`config.mk`:
```
export PLATFORM = sky130hd
export DESIGN_NAME = bit_serial_dot_pe
export DESIGN_NICKNAME = d
export VERILOG_FILES = /design/src/rtl/bitsim_pe_pkg.sv /design/src/rtl/masked_adder_tree.sv /design/src/rtl/bit_serial_dot_pe.sv
export SDC_FILE = /design/constraint.sdc
export NUM_CORES = 1
export LEC_CHECK = 0
export BUFFER_PORTS_ARGS = -buffer_cell sky130_fd_sc_hd__buf_2
export CORE_ASPECT_RATIO = 2
export CORE_MARGIN = 1
export CORE_UTILIZATION = 58
export CTS_CLUSTER_SIZE = 10
export DETAILED_ROUTE_END_ITERATION = 10
export HOLD_SLACK_MARGIN = 0.06
export MAX_ROUTING_LAYER = met4
export PLACE_DENSITY = 0.84
export SYNTH_ARGS = -nofsm -noshare
export SYNTH_HDL_FRONTEND = slang
export SYNTH_SLANG_ARGS = --single-unit
```
`constraint.sdc`:
```
create_clock -name clk -period 10.45 [get_ports clk]
set_clock_uncertainty 0.1 [all_clocks]
set_input_delay 2.09 -clock clk [delete_from_list [all_inputs] [get_ports clk]]
set_output_delay 2.09 -clock clk [all_outputs]
set_load 0.03 [all_outputs]
```
`src/rtl/bitsim_pe_pkg.sv`:
```
// Shared types and sizing helpers for the BitSim bit-serial processing elements.
package bitsim_pe_pkg;

  typedef enum logic [1:0] {
    IDLE = 2'd0,
    ACC  = 2'd1,
    DONE = 2'd2
  } pe_state_e;

  // Signed accumulator width that cannot overflow for any weight/activation mix.
  function automatic int acc_width(input int data_width, input int w_width, input int vec_length);
    return w_width + data_width + $clog2(vec_length);
  endfunction

endpackage

```
`src/rtl/masked_adder_tree.sv`:
```
// Combinational AND-mask plus balanced adder tree: psum = sum of weights whose mask bit is set.
module masked_adder_tree #(
  parameter int W_WIDTH    = 8,
  parameter int VEC_LENGTH = 16
) (
  input  logic [VEC_LENGTH*W_WIDTH-1:0]           w_in,
  input  logic [VEC_LENGTH-1:0]                   mask,
  output logic signed [W_WIDTH+$clog2(VEC_LENGTH):0] psum
);

  localparam int PW = W_WIDTH + $clog2(VEC_LENGTH) + 1;
  localparam int N2 = 1 << $clog2(VEC_LENGTH);

  logic signed [PW-1:0] node [N2];

  // Leaves padded to a power of two; each level sums node[i] with node[i+span] in place.
  always_comb begin
    for (int i = 0; i < N2; i++) node[i] = '0;
    for (int j = 0; j < VEC_LENGTH; j++) begin
      if (mask[j]) begin
        node[j] = {{(PW-W_WIDTH){w_in[j*W_WIDTH+W_WIDTH-1]}}, w_in[j*W_WIDTH +: W_WIDTH]};
      end
    end
    for (int span = 1; span < N2; span = span * 2) begin
      for (int i = 0; i < N2; i = i + 2 * span) begin
        node[i] = node[i] + node[i+span];
      end
    end
    psum = node[0];
  end

endmodule

```
`src/rtl/bit_serial_dot_pe.sv`:
```
// Bit-serial dot-product PE: MSB-first activation planes, shift-and-add over DATA_WIDTH cycles.
// Define SIGNED_ACT_EN to treat activations as two's complement (MSB plane weighted negative).
module bit_serial_dot_pe
  import bitsim_pe_pkg::*;
#(
  parameter int DATA_WIDTH = 8,
  parameter int W_WIDTH    = 8,
  parameter int VEC_LENGTH = 16,
  parameter int ACC_WIDTH  = acc_width(DATA_WIDTH, W_WIDTH, VEC_LENGTH)
) (
  input  logic                          clk,
  input  logic                          reset,
  input  logic                          start,
  input  logic [VEC_LENGTH*W_WIDTH-1:0] w_in,
  input  logic [VEC_LENGTH-1:0]         act_bit,
  output logic                          shift_en,
  output logic                          busy,
  output logic [ACC_WIDTH-1:0]          res_data,
  output logic                          res_valid,
  input  logic                          res_ready
);

  // state | meaning
  // IDLE  | waiting for start; weights latched on accept
  // ACC   | one activation bit-plane per cycle, shift_en high
  // DONE  | result presented, held until res_ready

  localparam int PW = W_WIDTH + $clog2(VEC_LENGTH) + 1;
  localparam int CW = (DATA_WIDTH > 1) ? $clog2(DATA_WIDTH) : 1;

  pe_state_e state, state_nxt;
  logic [CW-1:0]                  bit_cnt;
  logic [VEC_LENGTH*W_WIDTH-1:0]  w_reg;
  logic signed [ACC_WIDTH-1:0]    acc;
  logic signed [ACC_WIDTH-1:0]    psum_ext;
  logic signed [ACC_WIDTH-1:0]    acc_first;
  logic signed [PW-1:0]           psum;
  logic                           last_bit;

  masked_adder_tree #(
    .W_WIDTH   (W_WIDTH),
    .VEC_LENGTH(VEC_LENGTH)
  ) u_tree (
    .w_in(w_reg),
    .mask(act_bit),
    .psum(psum)
  );

  assign psum_ext = ACC_WIDTH'(psum);
  assign last_bit = (bit_cnt == CW'(DATA_WIDTH - 1));

`ifdef SIGNED_ACT_EN
  assign acc_first = -psum_ext;
`else
  assign acc_first = psum_ext;
`endif

  always_ff @(posedge clk) begin
    if (reset) state <= IDLE;
    else       state <= state_nxt;
  end

  always_comb begin
    state_nxt = state;
    shift_en  = 1'b0;
    busy      = 1'b1;
    res_valid = 1'b0;
    case (state)
      IDLE: begin
        busy = 1'b0;
        if (start) state_nxt = ACC;
      end
      ACC: begin
        shift_en = 1'b1;
        if (last_bit) state_nxt = DONE;
      end
      DONE: begin
        res_valid = 1'b1;
        if (res_ready) state_nxt = IDLE;
      end
      default: state_nxt = IDLE;
    endcase
  end

  assign res_data = res_valid ? acc : '0;

  always_ff @(posedge clk) begin
    if (reset) begin
      acc     <= '0;
      bit_cnt <= '0;
      w_reg   <= '0;
    end else begin
      case (state)
        IDLE: begin
          if (start) begin
            w_reg   <= w_in;
            acc     <= '0;
            bit_cnt <= '0;
          end
        end
        ACC: begin
          bit_cnt <= bit_cnt + 1'b1;
          if (bit_cnt == '0) acc <= acc_first;
          else               acc <= (acc <<< 1) + psum_ext;
        end
        default: ;
      endcase
    end
  end

endmodule
```
==> results.md, run 1 <==
Run status:
- The flow ran to the end, and the final reports show no timing, DRC or antenna violations.

STA:
- The sum of negative setup slack is 0 ns.
- Timing would allow up to 111.2 MHz.
- The final critical path takes up 86.04% of the cycle.
- The max-slew violation count is 0.
- Headroom to the max-slew limit came out at 40.02%.
- At the pin with the least slew margin, the transition time is 0.8996 ns.
- The setup-violating endpoint count in the final report is 0.
- The shortest period the worst path allows is 8.991 ns.
- Setup repair after global routing left no endpoint under its margin.
- The hold violation count in the final report is 0.
- In the post-route analysis, the smallest setup slack over all paths is 1.459 ns.

Logic synthesis:
- Counting flops with a built-in enable in the synthesized netlist gives 0.
- The sequential area share after synthesis is 29.03%.
- The register bit count reported by yosys is 153.
- The post-synth net total is 1584.
- The mapped netlist covers 10550 µm².
- The count of synthesis-stage warnings from yosys is 0.
- The cell count after synthesis is 1274.
- Among all flip-flop cells after synthesis, the most frequent one is dfxtp_1.
- The mean cell area of the mapped netlist is 8.283 µm².
- Counting flops with an async set or reset pin after synthesis yields a share of 0%.
- The count of distinct cell types in the synthesized netlist is 52.

Floorplanning:
- The full die area is 18770 µm².
- The horizontal die dimension is 97.38 µm.
- The number of top-level pins is 171.
- In this run the core area contains 69 standard-cell rows.
- The core region is 17780 µm².
- The height of the die is 192.8 µm.
- For this configuration, the core starts out at a cell density of 59.34%.

GRT:
- Entering global routing, the biggest net connects 87 pins.
- The total overflow left after global routing is 0.
- The first global-routing pass estimated 45510 µm of wire.
- The number of global-route vias before repair came to 9443.
- The number of antenna violations at the first check in global routing is 0.
- In the global route stage, overall resource usage came out at 32.54%.

Worst setup path:
- The startpoint identified for the worst register-to-register timing path is w_reg[38]$_SDFFE_PP0P_.
- The peak fanout along the critical path is 8.
- The data required time of the critical path is 10.64 ns.
- The setup slack on the worst flop-to-flop path is 2.98 ns.
- The kind of launch point of the worst setup path is a primary input.
- The endpoint identified for the worst register-to-register timing path is acc[18]$_SDFFE_PP0P_.
- The depth of the most critical reg-to-reg path is 24.
- The nature of the critical path endpoint is a register.
- The startpoint-to-endpoint class of the critical path is primary input to register.
- The signal arrival time at the worst endpoint is 9.19 ns.

Clock tree:
- The level count of the clock H-tree is 4.
- Buffers added to address setup during post-CTS repair amount to 0.
- The root buffer cell is clkbuf_16.
- In this run, CTS created clock tree buffers numbering 17.
- The TritonCTS sink count is 153.
- TritonCTS built the clock tree.
- The number of gates resized after CTS was 0.
- For the worst-skew pair, the clock arrives at the later sink with an insertion delay of 0.44 ns.
- The register clock-pin slew on the reported worst setup and hold paths is 0.07 ns.
- The number of hold buffers added after CTS is 0.
- In this run the deepest clock path goes through 2 buffers.

Routing:
- The residual DRC count is 0.
- Once detail routing completed, the nets flagged for antenna violations numbered 0.
- Dividing the detail-routed via count by the number of cells gives 5.497.
- The first TritonRoute pass finished after 6 iterations.
- The final route contains 8993 vias.
- The mean routed wirelength per cell is 17.30 µm.
- The detailed router's first-iteration violation count is 436.
- Summed over all layers, the routed wires come to 28300 µm.

Finish:
- The number of inserted diodes is 0.
- The layout overhead on the synthesized area is 14.81%.
- After the last flow step, the layout net total stands at 1720.
- Leaving out fill and tap cells, the most frequent cell in the layout is nand2_1.
- The fraction of layout instances using a drive strength above 1 is 15.74%.
- Leaving out fill and tap cells, the most frequent cells in the layout are nand2_1 (367), buf_2 (169), a21oi_1 (160).
- The register with the most flip-flops in the layout has 128 of them.

Placement:
- Timing analysis after detailed placement gives a worst setup slack of 1.068 ns.
- The number of input and output port buffers inserted is 170.
- The congestion estimate from routability-driven global placement came to 0.9444.
- The half-perimeter wire length after placement is 22350 µm.

Worst hold path:
- The capture endpoint of the worst hold path is w_reg[77]$_SDFFE_PP0P_.
- The path class of the tightest hold or removal check is register to register.
- The number of cells on the worst hold path is 2.
- The startpoint identified for the worst hold timing path is w_reg[77]$_SDFFE_PP0P_.

Power and ir drop:
- In this run the power density over the cells is 243.3 nW/µm².
- The peak supply drop is 0.2287 mV.
- Summed over all cells, the static leakage comes to 5.562 nW.

Run:
- Across the run, the number of max-cap violations was 0.
metal layers:
layer	vias up	share of wire (%)	track usage (%)
li1	4294	-	-
met5	-	0	-
met3	117	4.1	5.324
met1	4278	33	30.39
met4	0	8.2	24.89
met2	304	54	58.82
where the power goes:
| part | leakage, nW | internal [mW] | total [mW] | switching (mW) |
|---|---|---|---|---|
| registers | 1.26 | 0.639 | 0.683 | 0.0434 |
| clock network | 0.301 | 0.363 | 0.641 | 0.279 |
| logic | 4.01 | 0.661 | 1.62 | 0.964 |
| total | 5.56 | 1.66 | 2.95 | 1.29 |
worst max-delay path: stages:
cell and delay (ns):
buf_2 0.16, nand2_1 0.09, fa_1 0.72, inv_1 0.11, fa_1 0.57, fa_1 0.45
fa_1 0.49, fa_1 0.51, inv_1 0.05, fa_1 0.48, inv_1 0.05, ha_1 0.34
nand3_1 0.09, o211ai_1 0.28, nor3_1 0.09, o21bai_1 0.15, xor2_1 0.26, ha_1 0.33
a21o_1 0.22, a21oi_1 0.24, o21ai_0 0.13, a221o_1 0.43, a311oi_2 0.45, mux2i_1 0.29
a311oi_2 0.11
logic make-up (layout without fill, tap and decap cells):
| logic type | Yosys count | in the layout | synth area share [%] |
|---|---|---|---|
| compound gates | 238 | 238 | 13.45 |
| simple gates | 494 | 494 | 20.11 |
| xor+xnor | 24 | 24 | 2.063 |
| mux | 3 | 3 | 0.2846 |
| buf+inv | 200 | 349 | 7.114 |
| fa+ha+maj | 162 | 162 | 27.96 |
| flops | 153 | 153 | 29.03 |
area by class of cell:
type | count | area [µm²]
clock inverter | 15 | 180.2
tap | 213 | 266.5
multi-input combinational | 921 | 6749
inverter | 140 | 525.5
sequential | 153 | 3063
timing repair buffer | 177 | 905.9
fill | 1433 | 5669
clock buffer | 17 | 425.4
synth_stat cells, types with 2 or more instances:
cell	number	area (µm²)
a221oi_2	2	30.03
inv_1	139	521.8
a22oi_1	9	67.56
a31oi_1	4	25.02
a311oi_2	2	30.03
o211ai_1	7	52.55
nand2b_1	7	43.79
o31ai_1	2	15.01
ha_1	39	488.0
dfxtp_1	153	3063
nor2b_1	7	43.79
and3_1	3	18.77
fa_1	123	2462
xnor2_1	15	131.4
nand3_1	6	30.03
mux2i_1	3	30.03
o21bai_1	4	30.03
a21o_1	5	37.54
xor2_1	8	70.07
nand2_1	368	1381
or3_1	3	18.77
clkbuf_1	55	206.5
buf_1	5	18.77
nor2_1	21	78.83
o21ai_1	5	25.02
o21a_1	2	15.01
a311oi_1	3	26.28
and2_1	72	450.4
a2111oi_0	2	17.52
nor3_1	2	10.01
o21ai_0	14	70.07
a211oi_1	5	37.54
a21oi_1	160	800.8
per-stage QoR:
stage | util, % | total power, mW | hold slack [ns] | cell area, µm² | std cells
6_report | 68.12 | 2.948 | 0.3509 | 12120 | 1636
5_1_grt | 68.12 | 3.167 | 0.3683 | 12120 | 1636
4_1_cts | 68.12 | 2.953 | 0.3528 | 12120 | 1636
3_5_place_dp | 64.72 | 2.296 | 0.3433 | 11510 | 1604
3_3_place_gp | 64.72 | 2.283 | 0.3370 | 11510 | 1604
2_1_floorplan | - | 1.890 | 0.3208 | 10550 | 1274
worst max path at each step:
stage                startpoint                   end  slack, ns
floorplan           act_bit[15]  acc[18]$_SDFFE_PP0P_       1.72
global placement     act_bit[3]  acc[18]$_SDFFE_PP0P_       1.08
detailed placement   act_bit[3]  acc[18]$_SDFFE_PP0P_       1.07
CTS                  act_bit[3]  acc[18]$_SDFFE_PP0P_       1.51
global route         act_bit[9]  acc[18]$_SDFFE_PP0P_       1.14
finish               act_bit[4]  acc[18]$_SDFFE_PP0P_       1.46
Note: power is estimated with default switching activity, not from simulation.
==> inputs of run 2 (changes only) <==
Clock period 10.45 ns to 9.6 ns, I/O delays scaled along.
==> run 2 against run 1 <==
Net effect: non-clock buffer count increased by 2; register-to-register slack lost 0.87 ns; die area stayed put; power is 11% higher; worst hold slack lost 0.0014 ns; cell area is 0.24% higher; combinational power grew 11%; setup slack lost 0.70 ns; final cell count up 0.12%; highest routed layer unchanged.
==> results.md, run 2 (synthesis gave the netlist of run 1 again) <==
Run status:
- The flow ran to the end, and the final reports show no timing, DRC or antenna violations.

STA:
- For the pin with the worst max-slew slack, the measured transition is 1.110 ns.
- Setup repair after global routing left no endpoint under its margin.
- The setup-violating endpoint count in the final report is 0.
- The fmax is 113.1 MHz.
- The final critical path takes up 92.13% of the cycle.
- The sum of negative setup slack is 0 ns.
- The hold violation count in the final report is 0.
- The max-slew violation count came to 0.
- The worst slew margin relative to its limit is 26.00%.
- The worst path needs 8.845 ns of the cycle, external delays included.
- The final-layout worst hold slack is 0.3496 ns.

Finish:
- The register with the most flip-flops in the layout has 128 of them.
- From synthesis to final layout, the design area changed by 15.08%.
- The fraction of layout instances using a drive strength above 1 is 15.65%.
- The library cell used most frequently in the layout, excluding fill and tap cells, is nand2_1.
- The number of nets at the end of the flow is 1722.
- The repair_antennas step left the layout with diodes totalling 0.
- The top cell types in the final layout, fill and taps aside, are nand2_1 (367), buf_2 (169), a21oi_1 (160).

Floorplanning:
- The height of the die is 192.8 µm.
- The full die area is 18770 µm².
- The number of rows created at floorplan is 69.
- The region available for standard cell placement spans 17780 µm².
- The number of top-level pins is 171.
- Once the floorplan was initialized, standard cells occupied 59.34% of the core.
- From left edge to right edge, the die measures 97.38 µm.

Worst setup path:
- By instance count, the cell type seen most on the critical path is fa_1.
- The count of buffer and inverter cells on the critical path is 4.
- The nature of the critical path endpoint is a register.
- On the worst path, the slowest cell contributes a delay of 0.64 ns.
- The data required time of the critical path is 9.79 ns.
- The kind of launch point of the worst setup path is a primary input.
- The startpoint-to-endpoint class of the critical path is primary input to register.
- The peak fanout along the critical path is 8.
- The cell type of the slowest stage on the worst timing path is fa_1.
- The signal arrival time at the worst endpoint is 9.03 ns.
- The family with the most delay on the worst path is adder cells.

Placement:
- The number of input and output port buffers inserted is 170.
- Routability-driven placement finished with a final weighted congestion of 0.9672.
- The HPWL after detailed placement is 22490 µm.

Clock tree:
- TritonCTS built the clock tree.
- The number of buffers inserted by post-CTS setup repair is 0.
- The clock tree synthesis step divided the H-tree into 4 levels.
- The maximum root-to-sink buffer count is 2.
- The root buffer cell is clkbuf_16.
- Clock tree synthesis found a total of 153 sinks.
- The number of hold buffers added after CTS is 0.
- The number of clock buffers inserted by TritonCTS is 17.
- At the later pin of the worst-skew pair, clock insertion delay measures 0.44 ns.
- The count of cells resized by post-cts repair is 0.
- Clock-pin slew was measured on the worst setup and hold paths at 0.07 ns.

GRT:
- The total global routing track utilization is 33.56%.
- Entering global routing, the biggest net connects 110 pins.
- The number of global-route vias before repair is 9646.
- The first global-routing pass estimated 46820 µm of wire.
- After global routing the overflow that remains totals 0.
- The number of antenna violations at the first check in global routing is 0.

Power and ir drop:
- In this run the power density over the cells is 269.0 nW/µm².
- The peak supply drop is 0.4295 mV.
- Summed over all cells, the static leakage comes to 5.573 nW.

Worst hold path:
- The min-delay analysis places its worst path in the category register to register.

Routing:
- The final route contains 9112 vias.
- The mean routed wirelength per cell is 17.66 µm.
- The detailed router's first-iteration violation count is 352.
- The via density per instance is 5.563.
- For this block, the routed nets add up to 28930 µm of wire.
- After detailed routing, the number of remaining DRC violations is 0.
- In this run the remaining antenna-violating nets after routing total 0.
- The count of TritonRoute iterations in the first routing pass is 5.

Run:
- The tool flagged a number of max-cap violations equal to 0.
[run 2: changes by cell type in the layout (fill, tap and decap cells not counted)]
cell and delta:
clkinv_4 -1, buf_4 +2, bufinv_16 +2, inv_8 -4, clkinvlp_4 +1, clkinv_2 +2
clkbuf_1 +3, clkbuf_8 +1, inv_6 -4
[run 2: stage by stage]
step	cell area, µm²	utilization, %	std cells	power (mW)	setup slack, ns
after CTS	12140	68.28	1638	3.261	0.7980
final	12140	68.28	1638	3.267	0.7555
after global placement	11520	64.80	1606	2.484	0.4375
after floorplan	10550	-	1274	2.057	1.045
after global routing	12140	68.28	1638	3.491	0.5133
after detailed placement	11520	64.80	1606	2.537	0.3838
[run 2: worst paths after layout]
check / startpoint / endpoint / slack [ns] / cells past startpoint
max: act_bit[4] / acc[18]$_SDFFE_PP0P_ / 0.76 / 25
min: w_reg[49]$_SDFFE_PP0P_ / w_reg[49]$_SDFFE_PP0P_ / 0.35 / 2
max reg2reg: w_reg[36]$_SDFFE_PP0P_ / acc[18]$_SDFFE_PP0P_ / 2.11 / 24
min reg2reg: w_reg[49]$_SDFFE_PP0P_ / w_reg[49]$_SDFFE_PP0P_ / 0.35 / 2
[run 2: worst reg2reg max path, delay by kind of cell, from the launching register on]
family                     cells  cell delay, ns
adders and majority gates      8            3.87
AOI/OAI and AO/OA              8            1.97
DFF                            1            0.34
xor gates and xnor gates       1            0.29
muxes                          1            0.29
and+or+nand+nor                3            0.28
buffers and inverters          3            0.20
[run 2: cell type report]
class	instances	area, µm²
Timing Repair Buffer	179	920.9
Fill cell	1453	5640
Clock buffer	21	450.4
Clock inverter	11	168.9
Multi-Input combinational cell	921	6749
Sequential cell	153	3063
Inverter	140	525.5
Tap cell	213	266.5
[run 2: per-layer routing]
layer	vias to the layer above	wire [µm]	GRT usage, %	share of wire [%]
li1	4284	-	-	-
met1	4379	9459	31.03	33
met2	326	15630	60.52	54
met3	123	1230	4.346	4.3
met4	0	2613	28.51	9.0
met5	-	0	-	0
[run 2: power by group]
part           internal, mW  leakage, nW  total [mW]  switching (mW)
Combinational         0.730         4.02        1.80            1.07
Clock                 0.442        0.301       0.718           0.276
Sequential            0.696         1.26       0.745          0.0487
==> inputs of run 3 (changes only) <==
Settings changed: CTS_BUF_LIST set to sky130_fd_sc_hd__clkbuf_16.
==> run 3 against run 2 <==
Net effect: register-to-register slack better by 0.02 ns; largest cell class unchanged; final cell count unchanged; worst hold slack is essentially flat; sequential cell count did not move; via count grew 0.44%; core utilization shrank 0.056 points; sequential share of layout area about the same; maximum frequency hardly changed; clock-buffer cell count down 4; power shrank 0.25%.
==> results.md, run 3 (synthesis gave the netlist of run 1 again) <==
Worst hold path:
- The critical hold path startpoint is w_reg[115]$_SDFFE_PP0P_.
- The capture endpoint of the worst hold path is w_reg[115]$_SDFFE_PP0P_.
- The number of cells on the worst hold path is 2.
- The class of the worst hold path is register to register.

STA:
- The worst path uses 92.05% of the clock period.
- The setup-violating endpoint count in the final report is 0.
- The max-slew violation count was 0.
- The worst slew margin relative to its limit is 25.95%.
- Setup total negative slack on the finished layout was measured at 0 ns.
- Subtracting the final worst setup slack from the clock period gives 8.837 ns.
- The hold violation count in the final report was 0.
- The fmax is 113.2 MHz.
- Setup repair after global routing left no endpoint under its margin.
- For the pin with the worst max-slew slack, the measured transition is 1.111 ns.

Finish:
- The repair_antennas step left the layout with diodes totalling 0.
- At the end of the flow the core is filled with cells to 68.23%.
- The fill cell instance count of the final layout is 1457.
- The footprint of the multi-input gates is 6749 µm².
- Leaving out fill and tap cells, the most frequent cells in the layout are nand2_1 (367), buf_2 (169), a21oi_1 (160).
- The layout overhead on the synthesized area is 14.99%.
- The flip-flop count of the largest register, all copies and words added is 128.
- The final cell count without fillers is 1638.
- The number of nets at the end of the flow is 1722.
- Of the cells placed in the final design, the portion with a size suffix greater than 1 is 15.58%.
- Leaving out fill and tap cells, the most frequent cell in the layout is nand2_1.
- In the final layout, flip-flops and latches occupy 3063 µm².

Clock tree:
- The number of hold buffers added after CTS was 0.
- The number of buffers inserted by post-CTS setup repair is 0.
- The count of cells resized by post-cts repair is 0.
- Counting the buffers created by CTS gives 17.
- CTS placed an instance of clkbuf_16 at the clock tree root.
- The clock tree synthesis step divided the H-tree into 4 levels.
- The maximum root-to-sink buffer count is 2.
- The register clock-pin slew on the reported worst setup and hold paths is 0.07 ns.
- The TritonCTS clock tree is yes.
- The clock network latency to the later pin of the worst-skew pair is 0.43 ns.
- The clock drives 153 sinks.

Routing:
- The via density per instance is 5.587.
- The total number of vias is 9152.
- The count of TritonRoute iterations in the first routing pass is 5.
- After detailed routing, the number of remaining DRC violations is 0.
- The detailed router's first-iteration violation count is 408.
- The post-detailed-routing wire length is 28890 µm.
- The remaining number of nets flagged by the antenna check after routing is 0.
- The mean routed wirelength per cell is 17.63 µm.

Worst setup path:
- Of all nets on the critical path, the largest fanout is 8.
- At the worst endpoint, the required time is 9.79 ns.
- The signal arrival time at the worst endpoint is 9.02 ns.
- By startpoint and endpoint, the worst setup path is classified as primary input to register.
- The kind of launch point of the worst setup path is a primary input.
- The setup slack on the worst flop-to-flop path is 2.13 ns.
- The depth of the most critical reg-to-reg path is 24.
- The endpoint of the lowest-slack register-to-register path is acc[18]$_SDFFE_PP0P_.
- The source of the worst register-to-register timing path is w_reg[36]$_SDFFE_PP0P_.
- STA classifies the critical path endpoint as a register.

Floorplanning:
- Once the floorplan was initialized, standard cells occupied 59.34% of the core.
- The number of rows created at floorplan is 69.
- The die covers 18770 µm².
- The floorplan step set the die width to 97.38 µm.
- From bottom edge to top edge, the die measures 192.8 µm.
- For this design the top-level I/O count stands at 171.
- The core area is 17780 µm².

GRT:
- The maximum number of pins on one net before global-route repair is 110.
- Global routing consumed, over all layers together, 33.45% of the routing resources.
- The number of global-route vias before repair is 9629.
- The total congestion overflow after global routing is 0.
- The first global-routing pass estimated 46660 µm of wire.
- The number of antenna violations at the first check in global routing is 0.

Run:
- Max-cap violations in this run came to 0.

Power and ir drop:
- Power spread over the standard cell area amounts to 268.6 nW/µm².
- The peak supply drop is 0.4291 mV.
- Summing internal, switching and leakage power gives 3.259 mW.
- The static leakage is 5.580 nW.

Placement:
- Once placement completed, the tool counted placed cells totaling 1606.
- The number of input and output port buffers inserted is 170.
- The final estimated routing congestion in global placement is 0.9672.
- The wire-length estimate of the detail-placed layout is 22490 µm.

Run status:
- The run finished with clean final reports.
-- run 3: cell count changes in the layout (fill, tap and decap cells not counted), sizes merged --
cell    change
clkbuf      -4
clkinv      +1
inv         +3
-- run 3: routing by layer --
metal  GRT usage (%)  routed length [µm]  vias up
li1                -                   -     4283
met1           31.17                9377     4398
met2           61.11               15820      344
met3           4.382                1273      127
met4           26.07                2412        0
met5               -                   0        -
-- run 3: where the power goes --
group          total (mW)  internal [mW]  switching [mW]  leakage (nW)
combinational        1.81          0.730            1.08          4.02
sequential          0.745          0.696          0.0490          1.26
clock               0.705          0.431           0.274         0.308
-- run 3: cell type report --
class,count,area share [%]
Multi-Input combinational cell,921,55.62
Sequential cell,153,25.24
Timing Repair Buffer,179,7.589
Inverter,140,4.331
Clock buffer,17,3.506
Tap cell,213,2.196
Clock inverter,15,1.516
-- run 3: how the worst max path moves through the flow --
stage,to,slack (ns),cells after the start,start
floorplan,acc[18]$_SDFFE_PP0P_,1.04,26,act_bit[15]
global placement,acc[18]$_SDFFE_PP0P_,0.44,24,act_bit[3]
detailed placement,acc[18]$_SDFFE_PP0P_,0.38,25,act_bit[4]
CTS,acc[18]$_SDFFE_PP0P_,0.80,25,act_bit[4]
global route,acc[18]$_SDFFE_PP0P_,0.51,24,act_bit[3]
finish,acc[18]$_SDFFE_PP0P_,0.76,25,act_bit[4]
-- run 3: through the flow --
stage                     worst slack [ns]  hold WS (ns)  instance area [µm²]
final                               0.7631        0.3498                12130
after global routing                0.5137        0.3622                12130
after CTS                           0.7980        0.3504                12130
after detailed placement            0.3838        0.3420                11520
after global placement              0.4375        0.3376                11520
after floorplan                      1.045        0.3208                10550
-- run 3: critical path: stages --
cell and delay (ns):
buf_2 0.18, nand2_1 0.10, fa_1 0.65, inv_1 0.09, fa_1 0.49, fa_1 0.58
fa_1 0.48, fa_1 0.50, inv_1 0.06, fa_1 0.50, inv_1 0.05, ha_1 0.33
nand3_1 0.11, o211ai_1 0.29, nor3_1 0.09, o21bai_1 0.16, xor2_1 0.29, ha_1 0.35
a21o_1 0.23, a21oi_1 0.26, o21ai_0 0.12, a221o_1 0.42, a311oi_2 0.36, mux2i_1 0.29
a311oi_2 0.12
